[src/rtl/floating_point_rounder.sv]
// Purpose: final FPU rounding stage. Applies the RISC-V rounding mode to an
//          unrounded float32 or int32 value and produces the final exception flags.
// Latency: 2 enabled cycles. No backpressure; clk_en_i=0 freezes every stage register.
// Ports:
//   clk_i, rst_i (sync, active-high), clk_en_i (pipeline advance)
//   valid_i, operand_i, round_bits_i {G,R,S}, round_enable_i, is_integer_i,
//   signed_i, int_sign_i, rounding_mode_i, inexact_i/overflow_i/underflow_i
//   valid_o, result_o, inexact_o/overflow_o/underflow_o, illegal_rm_o
module floating_point_rounder #(
  parameter int WIDTH = 32
) (
  input  logic             clk_i,
  input  logic             rst_i,
  input  logic             clk_en_i,
  input  logic             valid_i,
  input  logic [WIDTH-1:0] operand_i,
  input  logic [2:0]       round_bits_i,
  input  logic             round_enable_i,
  input  logic             is_integer_i,
  input  logic             signed_i,
  input  logic             int_sign_i,
  input  logic [2:0]       rounding_mode_i,
  input  logic             inexact_i,
  input  logic             overflow_i,
  input  logic             underflow_i,
  output logic [WIDTH-1:0] result_o,
  output logic             valid_o,
  output logic             inexact_o,
  output logic             overflow_o,
  output logic             underflow_o,
  output logic             illegal_rm_o
);

  localparam logic [2:0] RM_RNE = 3'b000;
  localparam logic [2:0] RM_RTZ = 3'b001;
  localparam logic [2:0] RM_RDN = 3'b010;
  localparam logic [2:0] RM_RUP = 3'b011;
  localparam logic [2:0] RM_RMM = 3'b100;

  // How stage 2 builds the result:
  //   NONE - apply the increment (normal rounding)
  //   PASS - operand goes out untouched (rounding off, inf/NaN, int pre-saturated)
  //   FSAT - float overflowed upstream; pick inf or max-finite from the mode
  typedef enum logic [1:0] {
    BYP_NONE = 2'd0,
    BYP_PASS = 2'd1,
    BYP_FSAT = 2'd2
  } byp_e;

  // ---------------------------------------------------------------------------
  // Stage 1: increment decision
  // ---------------------------------------------------------------------------
  logic       g, r, st, grs_any;
  logic       sign1;
  logic       float_special;
  logic       rm_illegal;
  logic [2:0] rm_eff;
  logic       inc_raw;
  logic       inc1;
  logic       inexact1;
  byp_e       byp1;

  assign g             = round_bits_i[2];
  assign r             = round_bits_i[1];
  assign st            = round_bits_i[0];
  assign grs_any       = |round_bits_i;
  assign sign1         = is_integer_i ? int_sign_i : operand_i[31];
  assign float_special = !is_integer_i && (operand_i[30:23] == 8'hFF);
  assign rm_illegal    = (rounding_mode_i > RM_RMM);
  // Reserved modes round as RNE; illegal_rm_o tells software it happened.
  assign rm_eff        = rm_illegal ? RM_RNE : rounding_mode_i;

  always_comb begin
    inc_raw = 1'b0;
    case (rm_eff)
      RM_RTZ:  inc_raw = 1'b0;
      RM_RDN:  inc_raw = sign1 & grs_any;
      RM_RUP:  inc_raw = ~sign1 & grs_any;
      RM_RMM:  inc_raw = g;
      default: inc_raw = g & (r | st | operand_i[0]);
    endcase
  end

  always_comb begin
    byp1 = BYP_NONE;
    if (!round_enable_i) begin
      byp1 = BYP_PASS;
    end else if (is_integer_i) begin
      if (overflow_i || underflow_i) byp1 = BYP_PASS;
    end else if (float_special) begin
      byp1 = BYP_PASS;
    end else if (overflow_i) begin
      byp1 = BYP_FSAT;
    end
  end

  assign inc1     = round_enable_i && (byp1 == BYP_NONE) && inc_raw;
  // inf/NaN are exact, so discarded round bits do not make them inexact.
  assign inexact1 = inexact_i | (round_enable_i & ~float_special & grs_any);

  logic        s1_vld;
  logic [31:0] s1_op;
  logic        s1_inc;
  logic        s1_sign;
  logic        s1_is_int;
  logic        s1_signed;
  logic [2:0]  s1_rm;
  logic        s1_ill;
  logic        s1_inx;
  logic        s1_ovf;
  logic        s1_unf;
  byp_e        s1_byp;

  always_ff @(posedge clk_i) begin
    if (rst_i) begin
      s1_vld <= 1'b0;
    end else if (clk_en_i) begin
      s1_vld <= valid_i;
    end
  end

  always_ff @(posedge clk_i) begin
    if (clk_en_i) begin
      s1_op     <= operand_i;
      s1_inc    <= inc1;
      s1_sign   <= sign1;
      s1_is_int <= is_integer_i;
      s1_signed <= signed_i;
      s1_rm     <= rm_eff;
      s1_ill    <= rm_illegal;
      s1_inx    <= inexact1;
      s1_ovf    <= overflow_i;
      s1_unf    <= underflow_i;
      s1_byp    <= byp1;
    end
  end

  // ---------------------------------------------------------------------------
  // Stage 2: apply increment, saturate, merge flags
  // ---------------------------------------------------------------------------
  logic [32:0] m;
  logic [30:0] f_sum;
  logic [31:0] f_inf, f_max;
  logic [31:0] res_d;
  logic        inx_d, ovf_d, unf_d;

  // One extra bit so an all-ones magnitude plus one is still visible.
  assign m     = {1'b0, s1_op} + {32'd0, s1_inc};
  // Carry out of the significand ripples straight into the exponent field.
  assign f_sum = s1_op[30:0] + {30'd0, s1_inc};
  assign f_inf = {s1_sign, 8'hFF, 23'd0};
  assign f_max = {s1_sign, 8'hFE, 23'h7FFFFF};

  always_comb begin
    res_d = s1_op;
    inx_d = s1_inx;
    ovf_d = s1_ovf;
    unf_d = s1_unf;
    case (s1_byp)
      BYP_FSAT: begin
        case (s1_rm)
          RM_RTZ:  res_d = f_max;
          RM_RDN:  res_d = s1_sign ? f_inf : f_max;
          RM_RUP:  res_d = s1_sign ? f_max : f_inf;
          default: res_d = f_inf;
        endcase
      end
      BYP_NONE: begin
        if (s1_is_int) begin
          if (s1_signed) begin
            if (!s1_sign && (m > 33'h07FFFFFFF)) begin
              res_d = 32'h7FFFFFFF;
              ovf_d = 1'b1;
            end else if (s1_sign && (m > 33'h080000000)) begin
              res_d = 32'h80000000;
              unf_d = 1'b1;
            end else begin
              res_d = s1_sign ? (~m[31:0] + 32'd1) : m[31:0];
            end
          end else begin
            if (m[32]) begin
              res_d = 32'hFFFFFFFF;
              ovf_d = 1'b1;
            end else if (s1_sign) begin
              // Negative values clamp to zero; exactly -0 is not an underflow.
              res_d = 32'd0;
              if (m != 33'd0) unf_d = 1'b1;
            end else begin
              res_d = m[31:0];
            end
          end
        end else if (f_sum[30:23] == 8'hFF) begin
          res_d = f_inf;
          ovf_d = 1'b1;
          inx_d = 1'b1;
        end else begin
          res_d = {s1_sign, f_sum};
        end
      end
      default: ;
    endcase
  end

  always_ff @(posedge clk_i) begin
    if (rst_i) begin
      valid_o      <= 1'b0;
      result_o     <= '0;
      inexact_o    <= 1'b0;
      overflow_o   <= 1'b0;
      underflow_o  <= 1'b0;
      illegal_rm_o <= 1'b0;
    end else if (clk_en_i) begin
      valid_o      <= s1_vld;
      result_o     <= res_d;
      inexact_o    <= inx_d;
      overflow_o   <= ovf_d;
      underflow_o  <= unf_d;
      illegal_rm_o <= s1_ill;
    end
  end

endmodule

[config.mk]
export PLATFORM = sky130hd
export DESIGN_NAME = floating_point_rounder
export DESIGN_NICKNAME = d
export VERILOG_FILES = /design/src/rtl/floating_point_rounder.sv
export SDC_FILE = /design/constraint.sdc
export NUM_CORES = 1
export LEC_CHECK = 0
export CAP_MARGIN = 5
export CORE_AREA = 2 2 140 142
export CTS_CLUSTER_DIAMETER = 200
export CTS_CLUSTER_SIZE = 40
export DETAILED_ROUTE_END_ITERATION = 12
export DIE_AREA = 0 0 142 144
export SLEW_MARGIN = 25
export SYNTH_ARGS = -nofsm -noshare
export SYNTH_HDL_FRONTEND = slang
export SYNTH_SLANG_ARGS = --single-unit
[constraint.sdc]
create_clock -name clk_i -period 8.2 [get_ports clk_i]
set_input_delay 1.64 -clock clk_i [delete_from_list [all_inputs] [get_ports clk_i]]
set_output_delay 1.64 -clock clk_i [all_outputs]
set_load 0.02 [all_outputs]
[Yosys cells after proc, flatten, opt, wreduce, memory -nomap -nowiden]
Index checks and enable logic that the tools add are counted.
Cells by class
  equal/unequal tests: 10
  mux-type cells: 37
  $add $sub $neg: 3
  order comparisons: 3
  bitwise logic cells: 11
  reduce and logical (&&, ||, !) cells: 12
Operators by type and width (count)
  $mux 32: 9
  $pmux 32 s3: 1
  $pmux 32 s2: 1
  $add 32x1->33: 1
  $gt 33x31->1 const B: 1
  $gt 33x32->1 const B: 1
  $reduce_bool 33->1: 1
  $add 32x1->32 const B: 1
  $not 32->32: 1
  $add 31x1->31: 1
  $mux 31: 1
  $mux 1: 19
  $eq 8x8->1 const B: 2
  $eq 3x2->1 const B: 4
  $mux 2: 4
  $eq 3x1->1 const B: 2
  $and 1x1->1: 5
  $logic_and 1x1->1: 5
  $logic_not 2->1: 2
  $pmux 1 s4: 1
  $eq 3x3->1 const B: 1
  $gt 3x3->1 const B: 1
  $mux 3: 1
  $or 1x1->1: 3
  5 further kinds: 7
Word-level totals
  word-level logic and storage cells: 94
  input bits: 49
  flip-flop bits (word level): 83

[Logic depth before layout (Yosys ltp)]
  word-level depth: 9
  depth in mapped cells: 15
  depth with buffers taken out: 12

[Least setup slack after synthesis]
No wires, ideal clock.
  path type: register to register
  from: register s1_op[0]
  to: register result_o[16]
  setup slack: 4514 ps
  buffers on the path: 3
  required time: 8126 ps
  period minus slack after synthesis: 3686 ps
  cell stages (with the launch flop): 16
  arrival: 3612 ps
  cell sequence: edfxtp_1 > ha_1 > ha_1 > inv_1 > ha_1 > inv_1 > o32ai_2 > nand4_1 > or4_1 > o31a_1 > buf_6 > nor3_2 > buf_4 > buf_6 > nand3_1 > a31oi_1
Between the ends
  cells in the longest elaborated chain, start to end: 9
Ends and longest elaborated chain
  start, declared: RTL line 102  | logic [31:0] s1_op;
  start signal, assigned: RTL line 124  | s1_op <= operand_i;
  $add 32x1->33: RTL line 148  | assign m = {1'b0, s1_op} + {32'd0, s1_inc};
  $not 32->32: RTL line 178  | res_d = s1_sign ? (~m[31:0] + 32'd1) : m[31:0];
  $add 32x1->32: RTL line 178
  $mux 32: RTL line 178
  $mux 32: RTL line 174  | end else if (s1_sign && (m > 33'h080000000)) begin
  $mux 32: RTL line 171  | if (!s1_sign && (m > 33'h07FFFFFFF)) begin
  $mux 32: RTL line 170  | if (s1_signed) begin
  $mux 32 (*): RTL line 169  | if (s1_is_int) begin
  $pmux 32 s2 (*): RTL line 159  | case (s1_byp)
  end signal, assigned: RTL line 214  | result_o <= res_d;
  end, declared: RTL line 26  | output logic [WIDTH-1:0] result_o,
Every way passes the cells marked *; elsewhere a longest branch is shown, timed or not.
A chain may end at the register's enable or synchronous reset.

[Worst setup path after layout]
  from: register s1_op[3]
  to: register result_o[31]
Between the ends
  cells in the longest elaborated chain, start to end: 9
Ends and longest elaborated chain (RTL line)
  $add 32x1->33 (*): 148
  $not 32->32: 178
  $add 32x1->32: 178
  $mux 32: 178
  $mux 32: 174
  $mux 32: 171
  $mux 32 (*): 170
  $mux 32 (*): 169
  $pmux 32 s2 (*): 159
Marked as above.

==> impl_summary.log <==
INFO  metric status = finished, final reports clean
INFO  metric final_period_util = 0.6273
INFO  metric clock_tree.htree_level_count = 3
INFO  metric syn_avg_cell_area = ~8 µm²
INFO  metric drt_pre_antenna_iters = 7
INFO  metric clock_transition_at_the_register_clock_pins_on_the_worst_setup_and_hold_paths_after_cts = 0.07 ns
INFO  metric grt_max_degree = 73
INFO  metric instances_no_fill = 1084
INFO  metric cts-root-buf = sky130_fd_sc_hd__clkbuf_16
INFO  metric fp.coreArea = 19080 µm²
INFO  metric hold_slack = roughly 0.48 ns
INFO  metric arrival = 5.37 ns
INFO  metric routed_wirelength = 23190 µm
INFO  metric io-pin-count = 86
INFO  metric total_of_flip_flops_plus_latches_after_synthesis = 83
INFO  metric launch_instance_of_the_worst_register_to_register_path = s1_op[3]
INFO  metric worst_skew_pair_latency = about 0.36 ns
INFO  metric synth-warning-count = 0
INFO  metric drt_iter0_drc = 890
INFO  metric dominant_combinational_cell_family_by_area_after_synthesis = simple AND/OR/NAND/NOR gates
INFO  metric dpl-instance-area = 7284 µm²
INFO  metric fillCellCount = slightly below 2000
INFO  metric gr-total-overflow = 0
INFO  metric synth_simple_gate_area_share = 0.3217
INFO  metric grt_antenna_before_repair = 0
INFO  metric multi_input_area = 3857 µm²
INFO  metric setup-tns-final = 0 ns
INFO  metric dieArea = 20450 µm²
INFO  metric detail-route-antenna-nets = 0
INFO  metric initial_utilization = 0.3301
INFO  metric synth-adder-area-share = 0.01152
INFO  metric synth_xor_xnor_area_share = 0.03874
INFO  metric timing.final.hold_violations = 0
INFO  metric die-height = about 140 µm
INFO  metric drive_gt1_frac = 0.05674
INFO  metric post_synthesis_mux_area_share = 0.01470
INFO  metric maxCapViolCount = 0
INFO  metric grt_setup_unrepaired = no
INFO  metric cts_tree = built
INFO  metric synth_enable_flop_cells = 45
INFO  metric cts_resized = 0
INFO  metric postSynthCellCount = 794
INFO  metric final_critical_path_setup_slack = roughly 3.1 ns
INFO  metric grt_first_pass_wirelength = 35460 µm
INFO  metric dominantRegCellSynth = sky130_fd_sc_hd__edfxtp_1
INFO  metric cts_num_sinks = 83
INFO  metric async_flop_share = 0
INFO  metric timing.max_slew.rel_slack = 0.3225
INFO  metric critPathKind = flop to flop
INFO  metric finalMaxSlewViolations = 0
INFO  metric maxClockFrequency = 194.4 MHz
INFO  metric worst_reg_to_reg_setup_slack = 3.06 ns
INFO  metric setup.worst_path.start_class = flop
INFO  metric drt-vias-per-instance = 6.152
INFO  metric finalWorstPathRequiredPeriod = 5.144 ns
INFO  metric number_of_buffers_added_on_ports = between 80 and 90
INFO  metric synth_seq_area_share = 0.3354
INFO  metric post_drt_wl_per_cell = 21.40 µm
INFO  metric gpl.final_weighted_congestion = about 0.94
INFO  metric synth_compound_gate_area_share = 0.2239
INFO  metric reg2reg_to = result_o[31]
INFO  metric grt_util_all_layers = 0.2256
INFO  metric n_antenna_cell = 0
INFO  metric post_cts.repair.setup_buffers = 0
INFO  metric static-leakage-power = roughly 2.5 nW
INFO  metric syn_to_final_growth = 20.19%
INFO  metric end_kind = flop
INFO  metric hp-start = inexact_o
INFO  metric required_time_at_the_endpoint_of_the_critical_path = 8.42 ns
INFO  metric finClkSkew = 0.01201 ns
INFO  metric number_of_nets_in_the_layout = approximately 900
INFO  metric rows = 51
INFO  metric regArea = around 2100 µm²
INFO  metric ys_types = 73
INFO  metric syn-cell-area = ~6300 µm²
INFO  metric mappedNetlistNets = 848
INFO  metric via_count = 6669
INFO  metric dp_slack = 3.167 ns
INFO  metric worstRegToRegCells = 9
INFO  metric whs_endpoint = inexact_o
INFO  metric place_inst = 1069
INFO  metric remaining_drc_errors = 0
INFO  metric power.density = between 150 and 200 nW/µm²
INFO  metric timing.hold.worst.class = flop to flop
INFO  metric tightestPinTransition = 1.013 ns
INFO  metric max-clock-path-buffers = 2
INFO  metric final_area = 7569 µm²
INFO  metric timing.critical_path.fanout_max = 20
INFO  metric detailed_place_hpwl = roughly 17000 µm
INFO  metric report.final.setup_viol = 0
INFO  metric grt_pass1_vias = 5915
INFO  metric vdd.ir_drop.worst = 0.09572 mV
INFO  metric hold_buffer_count_at_cts = 0
INFO  metric die_w = 142 µm
INFO  metric cts-buffers-inserted = 9
INFO  metric hold-path-cell-count = 2
==> area by class of cell <==
class | count | area share
Sequential cell | 83 | 0.2791
Timing Repair Buffer | 97 | 0.1240
Inverter | 21 | 0.01041
Multi-Input combinational cell | 630 | 0.5097
Clock inverter | 5 | 0.007274
Clock buffer | 10 | 0.03025
Tap cell | 238 | 0.03935
==> critical path, stage by stage, from the launching register on <==
cell and delay, ns:
sky130_fd_sc_hd__edfxtp_1 0.61, sky130_fd_sc_hd__nand4_1 0.57, sky130_fd_sc_hd__or4_1 0.88, sky130_fd_sc_hd__xor2_1 0.53
sky130_fd_sc_hd__nand2_1 0.12, sky130_fd_sc_hd__or4_1 0.52, sky130_fd_sc_hd__o31a_1 0.50, sky130_fd_sc_hd__nor3_4 0.88
sky130_fd_sc_hd__a221o_1 0.27, sky130_fd_sc_hd__a41oi_1 0.11
==> cells in the final DEF, fill, tap and decap left out, types with 5 or more instances in the layout <==
master,Yosys,routed
sky130_fd_sc_hd__o31ai_1,8,8
sky130_fd_sc_hd__and2_1,11,11
sky130_fd_sc_hd__o211ai_1,8,8
sky130_fd_sc_hd__clkdlybuf4s50_1,0,84
sky130_fd_sc_hd__nor2_1,95,95
sky130_fd_sc_hd__a41oi_1,5,5
sky130_fd_sc_hd__and3_1,14,14
sky130_fd_sc_hd__xor2_1,9,9
sky130_fd_sc_hd__edfxtp_1,45,45
sky130_fd_sc_hd__buf_4,1,13
sky130_fd_sc_hd__a2111oi_0,9,9
sky130_fd_sc_hd__a21oi_1,30,30
sky130_fd_sc_hd__nand4_1,29,29
sky130_fd_sc_hd__inv_1,20,20
sky130_fd_sc_hd__nor3_1,27,27
sky130_fd_sc_hd__o21ai_0,33,33
sky130_fd_sc_hd__and4_1,7,7
sky130_fd_sc_hd__o31a_1,5,5
sky130_fd_sc_hd__nand2_1,67,67
sky130_fd_sc_hd__or4_1,13,13
sky130_fd_sc_hd__mux2i_1,7,7
sky130_fd_sc_hd__a221oi_1,17,17
sky130_fd_sc_hd__or3_1,22,22
sky130_fd_sc_hd__a211oi_1,7,7
sky130_fd_sc_hd__a22oi_1,10,10
sky130_fd_sc_hd__dfxtp_1,38,38
sky130_fd_sc_hd__ha_1,5,5
sky130_fd_sc_hd__a31oi_1,23,23
sky130_fd_sc_hd__nor2b_1,6,6
sky130_fd_sc_hd__nand3_1,42,42
sky130_fd_sc_hd__or2_2,7,7
sky130_fd_sc_hd__xnor2_1,17,17
sky130_fd_sc_hd__nor4_1,26,26
sky130_fd_sc_hd__clkbuf_16,0,9
==> state kept, by name (all words and copies together), names as in the netlist, 2 cells and up <==
register,cells
s1_rm,3
s1_op,32
s1_byp,2
result_o,32
==> how the worst max path moves through the flow <==
stage | start | end | slack (ns) | depth (start not counted)
after floorplan | s1_op[0] | result_o[16] | 4.51 | 15
after global placement | s1_op[3] | result_o[31] | 3.31 | 9
after detailed placement | s1_op[0] | result_o[29] | 3.17 | 11
after CTS | s1_op[0] | result_o[31] | 3.18 | 11
after global routing | s1_op[0] | result_o[29] | 2.71 | 11
final | s1_op[3] | result_o[31] | 3.06 | 9
==> power by group <==
group / switching [W] / internal (W)
clock: 0.000179 / 0.000234
sequential: 0.0000471 / 0.000478
combinational: 0.000198 / 0.000128
==> per-stage QoR <==
step / util / power (W)
floorplan: - / 0.0007147
global placement: 0.3818 / 0.0008524
detailed placement: 0.3818 / 0.0008516
CTS: 0.3967 / 0.001259
global route: 0.3967 / 0.001316
finish: 0.3967 / 0.001264
==> synthesized netlist by cell type (6+ instances only) <==
cell	count	area, µm²
sky130_fd_sc_hd__inv_1	20	75.07
sky130_fd_sc_hd__or2_2	7	43.79
sky130_fd_sc_hd__a22oi_1	10	75.07
sky130_fd_sc_hd__a221oi_1	17	148.9
sky130_fd_sc_hd__o31ai_1	8	60.06
sky130_fd_sc_hd__a31oi_1	23	143.9
sky130_fd_sc_hd__o21ai_0	33	165.2
sky130_fd_sc_hd__nor2_1	95	356.6
sky130_fd_sc_hd__or3_1	22	137.6
sky130_fd_sc_hd__and4_1	7	61.31
sky130_fd_sc_hd__and2_1	11	68.82
sky130_fd_sc_hd__xnor2_1	17	148.9
sky130_fd_sc_hd__nand4_1	29	181.4
sky130_fd_sc_hd__mux2i_1	7	70.07
sky130_fd_sc_hd__xor2_1	9	78.83
sky130_fd_sc_hd__edfxtp_1	45	1351
sky130_fd_sc_hd__and3_1	14	87.58
sky130_fd_sc_hd__dfxtp_1	38	760.7
sky130_fd_sc_hd__nor4_1	26	162.7
sky130_fd_sc_hd__a211oi_1	7	52.55
sky130_fd_sc_hd__clkbuf_1	39	146.4
sky130_fd_sc_hd__nor2b_1	6	37.54
sky130_fd_sc_hd__o211ai_1	8	60.06
sky130_fd_sc_hd__nand3_1	42	210.2
sky130_fd_sc_hd__a2111oi_0	9	78.83
sky130_fd_sc_hd__nand2_1	67	251.5
sky130_fd_sc_hd__or4_1	13	97.59
sky130_fd_sc_hd__a21oi_1	30	150.1
sky130_fd_sc_hd__nor3_1	27	135.1
sky130_fd_sc_hd__buf_2	12	60.06
==> routing by layer <==
metal,share of wire,track usage,routed length [µm],vias up
met2,0.42,0.3221,9782,350
met5,0,0,0,-
met4,0.022,0.07211,514,0
met1,0.47,0.3393,10800,3141
met3,0.090,0.04338,2097,32
li1,-,-,-,3146
==> logic make-up after synthesis <==
logic type / count (synthesis)
xor gates and xnor gates: 27
adders and majority gates: 6
AOI/OAI and AO/OA: 201
DFF: 83
and+or+nand+nor: 387
muxes: 9
buffers and inverters: 81
Power figures use the tool's default switching activity.
